### src/rtl/simple_timer_pkg.sv
// Shared constants and state encoding for the timer snapshot reader.
// Holds the AXI response codes, the count register offsets and the reader FSM states.
package simple_timer_pkg;

    localparam logic [1:0] RESP_OKAY   = 2'b00;
    localparam logic [1:0] RESP_EXOKAY = 2'b01;
    localparam logic [1:0] RESP_SLVERR = 2'b10;
    localparam logic [1:0] RESP_DECERR = 2'b11;

    localparam logic [11:0] COUNT_LO_OFFSET = 12'h000;
    localparam logic [11:0] COUNT_HI_OFFSET = 12'h004;

    typedef enum logic [2:0] {
        IDLE,
        RD_HI1,
        RD_LO,
        RD_HI2,
        RD_LO2,
        DONE
    } reader_state_t;

    // Anything other than OKAY, EXOKAY included, is a failed count read.
    function automatic logic resp_is_err(input logic [1:0] resp);
        return resp != RESP_OKAY;
    endfunction

endpackage

### src/rtl/axi_lite_single_reader.sv
// Single-outstanding AXI4-Lite read engine: one start issues one AR, then waits for R.
// AXI outputs come straight from flops; done/data/resp are the raw R-channel handshake.
module axi_lite_single_reader #(
    parameter int AW = 12,
    parameter int DW = 32
) (
    input  logic          clk,
    input  logic          rst_n,
    input  logic          start_i,
    input  logic [AW-1:0] addr_i,
    output logic          done_o,
    output logic [DW-1:0] data_o,
    output logic [1:0]    resp_o,
    output logic [AW-1:0] m_axi_araddr,
    output logic [2:0]    m_axi_arprot,
    output logic          m_axi_arvalid,
    input  logic          m_axi_arready,
    input  logic [DW-1:0] m_axi_rdata,
    input  logic [1:0]    m_axi_rresp,
    input  logic          m_axi_rvalid,
    output logic          m_axi_rready
);

    logic          arvalid_q, arvalid_d;
    logic          rready_q, rready_d;
    logic [AW-1:0] araddr_q, araddr_d;

    always_comb begin
        arvalid_d = arvalid_q;
        rready_d  = rready_q;
        araddr_d  = araddr_q;
        if (arvalid_q && m_axi_arready) begin
            arvalid_d = 1'b0;
            rready_d  = 1'b1;
        end
        if (rready_q && m_axi_rvalid) begin
            rready_d = 1'b0;
        end
        // The caller only starts once the previous R handshake is done.
        if (start_i) begin
            arvalid_d = 1'b1;
            araddr_d  = addr_i;
        end
    end

    always_ff @(posedge clk or negedge rst_n) begin
        if (!rst_n) begin
            arvalid_q <= 1'b0;
            rready_q  <= 1'b0;
            araddr_q  <= '0;
        end else begin
            arvalid_q <= arvalid_d;
            rready_q  <= rready_d;
            araddr_q  <= araddr_d;
        end
    end

    assign m_axi_araddr  = araddr_q;
    assign m_axi_arprot  = 3'b000;
    assign m_axi_arvalid = arvalid_q;
    assign m_axi_rready  = rready_q;

    assign done_o = rready_q & m_axi_rvalid;
    assign data_o = m_axi_rdata;
    assign resp_o = m_axi_rresp;

endmodule

### src/rtl/timer_snapshot_reader.sv
// Reads the 64-bit timer count as hi-lo-hi over AXI4-Lite and publishes a torn-free snapshot.
// A hi mismatch means lo rolled over between reads, so lo is re-read against the second hi.
module timer_snapshot_reader
    import simple_timer_pkg::*;
#(
    parameter logic [11:0] count_addr    = 12'h010,
    parameter logic [31:0] poll_interval = 32'd0
) (
    input  logic        clk,
    input  logic        rst_n,
    input  logic        trigger,
    output logic        busy,
    output logic        snapshot_valid,
    output logic        snapshot_err,
    output logic [63:0] snapshot,
    output logic [11:0] m_axi_araddr,
    output logic [2:0]  m_axi_arprot,
    output logic        m_axi_arvalid,
    input  logic        m_axi_arready,
    input  logic [31:0] m_axi_rdata,
    input  logic [1:0]  m_axi_rresp,
    input  logic        m_axi_rvalid,
    output logic        m_axi_rready
);

    localparam logic [11:0] ADDR_LO = count_addr + COUNT_LO_OFFSET;
    localparam logic [11:0] ADDR_HI = count_addr + COUNT_HI_OFFSET;

    reader_state_t state_q, state_d;
    logic          pending_q, pending_d;
    logic [31:0]   poll_cnt_q, poll_cnt_d;
    logic [31:0]   h1_q, h1_d, l_q, l_d, h2_q, h2_d;
    logic [63:0]   snapshot_q, snapshot_d;
    logic          valid_q, valid_d;
    logic          err_q, err_d;
    logic          busy_q, busy_d;

    logic          rd_start;
    logic [11:0]   rd_addr;
    logic          rd_done;
    logic [31:0]   rd_data;
    logic [1:0]    rd_resp;
    logic          poll_hit;
    logic          req;

    axi_lite_single_reader #(.AW(12), .DW(32)) u_reader (
        .clk           (clk),
        .rst_n         (rst_n),
        .start_i       (rd_start),
        .addr_i        (rd_addr),
        .done_o        (rd_done),
        .data_o        (rd_data),
        .resp_o        (rd_resp),
        .m_axi_araddr  (m_axi_araddr),
        .m_axi_arprot  (m_axi_arprot),
        .m_axi_arvalid (m_axi_arvalid),
        .m_axi_arready (m_axi_arready),
        .m_axi_rdata   (m_axi_rdata),
        .m_axi_rresp   (m_axi_rresp),
        .m_axi_rvalid  (m_axi_rvalid),
        .m_axi_rready  (m_axi_rready)
    );

    // Poll counter free-runs regardless of busy; interval 0 parks it at zero.
    always_comb begin
        poll_hit   = (poll_interval != 32'd0) && (poll_cnt_q == poll_interval - 32'd1);
        poll_cnt_d = (poll_interval == 32'd0 || poll_hit) ? 32'd0 : poll_cnt_q + 32'd1;
        req        = trigger | poll_hit;
    end

    always_comb begin
        state_d    = state_q;
        pending_d  = pending_q;
        h1_d       = h1_q;
        l_d        = l_q;
        h2_d       = h2_q;
        snapshot_d = snapshot_q;
        err_d      = 1'b0;
        rd_start   = 1'b0;
        rd_addr    = ADDR_HI;

        case (state_q)
            IDLE: begin
                if (req || pending_q) begin
                    state_d   = RD_HI1;
                    pending_d = 1'b0;
                    rd_start  = 1'b1;
                    rd_addr   = ADDR_HI;
                end
            end
            RD_HI1: begin
                if (rd_done) begin
                    h1_d     = rd_data;
                    state_d  = RD_LO;
                    rd_start = 1'b1;
                    rd_addr  = ADDR_LO;
                end
            end
            RD_LO: begin
                if (rd_done) begin
                    l_d      = rd_data;
                    state_d  = RD_HI2;
                    rd_start = 1'b1;
                    rd_addr  = ADDR_HI;
                end
            end
            RD_HI2: begin
                if (rd_done) begin
                    if (rd_data == h1_q) begin
                        snapshot_d = {h1_q, l_q};
                        state_d    = DONE;
                    end else begin
                        h2_d     = rd_data;
                        state_d  = RD_LO2;
                        rd_start = 1'b1;
                        rd_addr  = ADDR_LO;
                    end
                end
            end
            RD_LO2: begin
                if (rd_done) begin
                    snapshot_d = {h2_q, rd_data};
                    state_d    = DONE;
                end
            end
            DONE:    state_d = IDLE;
            default: state_d = IDLE;
        endcase

        // A failed read aborts the sequence and leaves the last good snapshot in place.
        if (rd_done && resp_is_err(rd_resp)) begin
            state_d    = DONE;
            rd_start   = 1'b0;
            snapshot_d = snapshot_q;
            err_d      = 1'b1;
        end

        if (state_q != IDLE && req) begin
            pending_d = 1'b1;
        end

        valid_d = (state_d == DONE);
        busy_d  = (state_d == RD_HI1) || (state_d == RD_LO) ||
                  (state_d == RD_HI2) || (state_d == RD_LO2);
    end

    always_ff @(posedge clk or negedge rst_n) begin
        if (!rst_n) begin
            state_q    <= IDLE;
            pending_q  <= 1'b0;
            poll_cnt_q <= 32'd0;
            h1_q       <= 32'd0;
            l_q        <= 32'd0;
            h2_q       <= 32'd0;
            snapshot_q <= 64'd0;
            valid_q    <= 1'b0;
            err_q      <= 1'b0;
            busy_q     <= 1'b0;
        end else begin
            state_q    <= state_d;
            pending_q  <= pending_d;
            poll_cnt_q <= poll_cnt_d;
            h1_q       <= h1_d;
            l_q        <= l_d;
            h2_q       <= h2_d;
            snapshot_q <= snapshot_d;
            valid_q    <= valid_d;
            err_q      <= err_d;
            busy_q     <= busy_d;
        end
    end

    assign busy           = busy_q;
    assign snapshot_valid = valid_q;
    assign snapshot_err   = err_q;
    assign snapshot       = snapshot_q;

endmodule

### config.mk
export PLATFORM = sky130hd
export DESIGN_NAME = timer_snapshot_reader
export DESIGN_NICKNAME = d
export VERILOG_FILES = /design/src/rtl/simple_timer_pkg.sv /design/src/rtl/axi_lite_single_reader.sv /design/src/rtl/timer_snapshot_reader.sv
export SDC_FILE = /design/constraint.sdc
export NUM_CORES = 1
export LEC_CHECK = 0
export ABC_AREA = 1
export BUFFER_PORTS_ARGS = -buffer_cell sky130_fd_sc_hd__buf_4
export CAP_MARGIN = 10
export CORE_MARGIN = 2
export CORE_UTILIZATION = 57
export CTS_BUF_LIST = sky130_fd_sc_hd__clkbuf_16
export CTS_CLUSTER_DIAMETER = 50
export DETAILED_ROUTE_END_ITERATION = 10
export PLACE_DENSITY = 0.92
export REMOVE_ABC_BUFFERS = 1
export SYNTH_ARGS = -nofsm -noshare
export SYNTH_HDL_FRONTEND = slang
export SYNTH_SLANG_ARGS = --single-unit
### constraint.sdc
create_clock -name clk -period 2 [get_ports clk]
set_input_delay 0.6 -clock clk [delete_from_list [all_inputs] [get_ports clk]]
set_output_delay 0.6 -clock clk [all_outputs]
set_load 0.02 [all_outputs]
# Yosys cells after proc, flatten, opt, wreduce, memory -nomap -nowiden
# Index checks and enable logic that the tools add are counted.
[totals] elab_cells=80 ff_bits=181 out_inout_bits=84
[op_classes] reduce_logical=22 n_mux=30 n_bitwise=3 eq_ne=13
[op_table] operator="$mux 64" count=3
[op_table] operator="$pmux 64 s2" count=1
[op_table] operator="$eq 32x32->1" count=1
[op_table] operator="$mux 3" count=9
[op_table] operator="$pmux 3 s5" count=1
[op_table] operator="$mux 1" count=14
[op_table] operator="$eq 3x2->1 const B" count=4
[op_table] operator="$reduce_bool 2->1" count=6
[op_table] operator="$eq 3x3->1 const B" count=3
[op_table] operator="$eq 3x1->1 const B" count=2
[op_table] operator="$ne 2x2->1 const B" count=3
[op_table] operator="$pmux 3 s2" count=1
[op_table] operator="$reduce_and 2->1" count=3
[op_table] operator="$reduce_and 5->1" count=1
[op_table] operator="$logic_and 1x1->1" count=4
[op_table] operator="$logic_or 1x1->1" count=4
[op_table] operator="$logic_not 3->1" count=1
[op_table] operator="$pmux 1 s3" count=1
[op_table] operator="$reduce_and 3->1" count=1
[op_table] operator="$reduce_bool 3->1" count=1
[op_table] operator="$not 1->1" count=2
[op_table] operator="$reduce_or 2->1" count=1
[op_table] operator="$and 1x1->1" count=1

# Logic depth before layout (Yosys ltp)
[depth] word_depth=9 depth_mapped=14 mapped_depth_nobuf=13

# Modules after synthesis
# Synthesis repeated with hierarchy kept, for this count alone.
[unflattened] hier_cells=1012 hier_area_um2=8649.5
[modules_own_cells] mod="timer_snapshot_reader" instances=1 area_per_inst_um2=7825.0 cells_each=912
[modules_own_cells] mod="axi_lite_single_reader" instances=1 area_per_inst_um2=824.5 cells_each=100

# Least setup slack after synthesis
# No wires, ideal clock.
[synth_path] path_kind="input -> register" startpoint="in m_axi_rdata[20]" endpoint="reg snapshot_q[28] (netlist: snapshot[28])" setup_ns=0.121 path_stages=12 n_path_buf=2 t_required_ns=1.879 slack_ns=0.225 arrival_ns=1.654 path_cell_list="inv_2 > nand2_1 > nand2_1 > nand2_1 > nor2_1 > nand2_1 > nor2_1 > a21oi_1 > nor3_2 > buf_4 > buf_4 > o21ai_1"
[synth_between] elab_chain_cells=3
[synth_rtl] element="from (decl)" line_no="timer_snapshot_reader.sv:20" text="input logic [31:0] m_axi_rdata,"
[synth_rtl] element="$eq 32x32->1" line_no="timer_snapshot_reader.sv:109" text="if (rd_data == h1_q) begin"
[synth_rtl] element="$ne 2x2->1 (no source line)"
[synth_rtl] element="$reduce_and 5->1 (no source line)"
[synth_rtl] element="to (signal assigned)" line_no="timer_snapshot_reader.sv:166" text="snapshot_q <= snapshot_d;"
[synth_rtl] element="to (decl)" line_no="timer_snapshot_reader.sv:33" text="logic [63:0] snapshot_q, snapshot_d;"
# Every way passes these cells.
# A chain may end at the register's enable or synchronous reset.

# Final worst setup path
[layout_path] startpoint="reg h1_q[19]" endpoint="reg snapshot_q[21] (netlist: snapshot[21])"
[layout_between] elab_chain_cells=3
[layout_rtl] element="from (decl)" line_no="timer_snapshot_reader.sv:32" text="logic [31:0] h1_q, h1_d, l_q, l_d, h2_q, h2_d;"
[layout_rtl] element="from (signal assigned)" line_no="timer_snapshot_reader.sv:152" text="h1_q <= 32'd0;"
[layout_rtl] element="from (signal assigned)" line_no="timer_snapshot_reader.sv:163" text="h1_q <= h1_d;"
[layout_rtl] element="$eq 32x32->1" line_no="timer_snapshot_reader.sv:109"
[layout_rtl] element="$ne 2x2->1 (no source line)"
[layout_rtl] element="$reduce_and 5->1 (no source line)"
# Every way passes these cells.

==> results <==
- The final worst-path cycle share is ~97%.
- The count of pins on the block boundary is ~120.
- The sequential cell area fraction in the yosys report is 55.4%.
- The antenna diode instance count is 0.
- In this run the vertical extent of the chip is between 100 and 150 µm.
- After layout, the design draws a total of about 15 mW.
- The number of flip-flops and latches in the synthesized netlist is 171.
- After detailed routing, the average wire length per cell comes to between 10 and 15 µm.
- In the final layout, the share of cells above drive strength 1 is roughly 18%.
- For this design the static power due to leakage is just under 5 nW.
- The number of slew-limit violations in the final report is 0.
- Before CTS, the worst setup slack after placement is -270 ps.
- Detailed routing placed a total of ~9100 µm of wire on met2.
- Routability-driven placement finished with a final weighted congestion of a little over 0.8.
- For this block, the initial DRC count from the detailed router was between 600 and 700.
- The final core utilization is 71.3%.
- Detailed routing placed a total of roughly 1000 µm of wire on met3.
- The number of failing hold endpoints at the final stage is 0.
- The routed metal-1 wirelength is between 7000 and 8000 µm.
- After routing the design area is roughly 9400 µm².
- The ratio of routed vias to standard cells is between 5 and 6.
- The critical path data required time is roughly 2400 ps.
- The final layout contains routed wiring with a total length of roughly 18000 µm.
- After detailed placement, the total cell area comes to approximately 9000 µm².
- The floorplan step set the die width to 120 µm.
- The routed layout has between 6000 and 7000 vias.
- Relative to the synthesized area, the layout overhead comes to 22.2%.
- The maximum resistive drop on vdd is slightly above 0.8 mV.
- The aggregate global-route resource usage is between 20 and 30%.
- The post-CTS clock slew at the launch and capture registers of the worst setup and hold paths is roughly 60 ps.
- The starting density of the core is about three fifths.
- The number of antenna violations at the first check in global routing is 0.
- In the post-route analysis, the smallest setup slack over all paths is around 57 ps.
- The floorplan step defined a die boundary enclosing 14500 µm².
- The count of nets left with antenna violations once routing finished came out at 0.
- The worst setup path is of the register to register kind.
- In this run the power density over the cells is approximately 1600 nW/µm².
- The pin count of the biggest net entering global routing is 91.
- The total of warnings raised by yosys is 0.
- The kind of end point of the critical path is a register.
- For this run, the detailed router's first-pass iteration total came to 7.
- For this run, the top clock speed supported by timing is just over 500 MHz.
- The flow ran to the end, and the final reports show no timing, DRC or antenna violations.
- The DRC violations left is 0.
- Of all nets on the critical path, the largest fanout is 20.
- The count of max-cap constraint violations is 0.
- The type of the tightest min-delay check is input pin to asynchronous set/reset pin.
- The type of origin of the critical path is a register.
- The clock reaches the later pin of the worst-skew pair after around 430 ps.
- The final layout net count is 1094.
- The sink count of the clock tree is 171.
- The clock tree synthesis step divided the H-tree into 4 levels.
- The synthesized instance count is 943.
- The number of global-route vias before repair is about 6200.
- After legalization and detailed placement, the total HPWL measured around 11000 µm.
- The clock root buffer master is sky130_fd_sc_hd__clkbuf_16.
- The final worst clock skew is between 5 and 6 ps.
- The total setup violations reported at the end of the flow is 0.
- After synthesis, the netlist uses 23 different library cells.
- The remaining global-route overflow is 0.
- The buffer depth of the longest clock path is 2.
- Summing every instance area after synthesis gives 7730 µm².
- A synthesized cell averages between 8 and 9 µm².
- Routed signal wires occupy layers up through met4.
- The count of buffers added on input and output ports is roughly 110.
- STA puts the critical path data arrival time at 2290 ps.
- Row generation in the floorplan step produced 42 rows.
- The setup TNS is 0 ps.
- The first global-routing pass estimated between 20000 and 30000 µm of wire.
- TritonCTS built the clock tree.
- The placeable core region is roughly 13000 µm².
- The number of buffers added by the clock tree synthesis step is 17.
- The routed design could run at a clock period as short as roughly 1900 ps.
[synth_stat cells (all sizes together)]
library cell,instances,area share [%]
conb,1,0.049
nand2,335,16
o211ai,1,0.097
clkbuf,26,1.3
xnor2,26,2.9
nand4,2,0.16
nand3,2,0.13
nor3,4,0.32
dfrtp,171,55
nor2,18,1.0
buf,34,3.4
a21oi,3,0.19
inv,118,5.7
o21ai,202,13
[cell families after synthesis]
| family | synth area share [%] |
|---|---|
| flops | 55.4 |
| buf+inv | 10.3 |
| simple gates | 17.9 |
| compound gates | 13.4 |
| xor+xnor | 2.95 |
| other cells | 0.0485 |
[layout make-up]
class	count	area, µm²
flip-flops and latches	171	4280
fillers	984	3800
multi-input cells	606	2740
well taps	176	220
repair buffers	141	1220
inverters	118	443
clock inverters	14	115
clock buffers	17	425
[through the flow]
| stage | cells | hold slack, ps |
|---|---|---|
| after detailed placement | 1209 | 466 |
| after global routing | 1243 | 125 |
| after floorplan | 895 | 304 |
| final | 1243 | 106 |
| after global placement | 1209 | 462 |
| after CTS | 1240 | 112 |
[placed cells by master, fill, tap and decap left out, types with 12 or more instances in the layout]
master,count
sky130_fd_sc_hd__dfrtp_1,171
sky130_fd_sc_hd__conb_1,13
sky130_fd_sc_hd__o21ai_0,137
sky130_fd_sc_hd__nor2_1,13
sky130_fd_sc_hd__clkbuf_16,17
sky130_fd_sc_hd__inv_2,13
sky130_fd_sc_hd__inv_1,108
sky130_fd_sc_hd__xnor2_1,23
sky130_fd_sc_hd__buf_12,12
sky130_fd_sc_hd__buf_4,126
sky130_fd_sc_hd__o21ai_1,65
sky130_fd_sc_hd__nand2_1,332
[state kept, by name, summed over array words and instances, names as in the netlist, 2 cells and up]
| name | cells |
|---|---|
| l_q | 32 |
| state_q | 3 |
| u_reader.m_axi_araddr | 2 |
| snapshot | 64 |
| h1_q | 32 |
| h2_q | 32 |
[layer usage]
layer | vias up | GRT usage [%]
met4 | 0 | 11.1
met5 | - | 0
met1 | 2998 | 32.3
li1 | 3114 | -
met3 | 45 | 4.76
met2 | 232 | 43.1
[worst paths after layout]
path | from | to | slack, ps | depth (start not counted)
hold / removal | rst_n | snapshot[54]$_DFFE_PN0P_ | 110 | 1
min in group clk | m_axi_arready | u_reader.m_axi_arvalid$_DFFE_PN0P_ | 370 | 2
setup reg to reg | h1_q[19]$_DFFE_PN0P_ | snapshot[21]$_DFFE_PN0P_ | 60 | 11
max in group asynchronous | rst_n | l_q[7]$_DFFE_PN0P_ | 1240 | 2
setup / recovery | h1_q[19]$_DFFE_PN0P_ | snapshot[21]$_DFFE_PN0P_ | 60 | 11
hold reg to reg | l_q[12]$_DFFE_PN0P_ | l_q[12]$_DFFE_PN0P_ | 480 | 2
[timing repair]
| item | CTS | global route |
|---|---|---|
| buffers inserted | 0 | 3 |
| resized for setup | 0 | 10 |
| hold endpoints to repair | 0 | 0 |
| hold buffers | 0 | 0 |
| setup endpoints to repair | 0 | 89 |
[power by group]
group	leakage (nW)	internal, mW	switching [mW]	total [mW]
Combinational	2.40	2.42	3.39	5.80
Clock	0.278	1.79	1.27	3.06
Sequential	2.16	5.13	1.10	6.22
[critical path: stages (launching register included)]
cell and delay, ps:
sky130_fd_sc_hd__dfrtp_1 420, sky130_fd_sc_hd__xnor2_2 200, sky130_fd_sc_hd__nand2_1 70, sky130_fd_sc_hd__nor2_1 130, sky130_fd_sc_hd__nand2_1 100, sky130_fd_sc_hd__nor2_2 180, sky130_fd_sc_hd__a21oi_2 90, sky130_fd_sc_hd__nor3_4 160
sky130_fd_sc_hd__buf_6 180, sky130_fd_sc_hd__buf_12 160, sky130_fd_sc_hd__nand2_1 70, sky130_fd_sc_hd__o21ai_1 110
No activity file was read; power rests on OpenSTA's default activity.
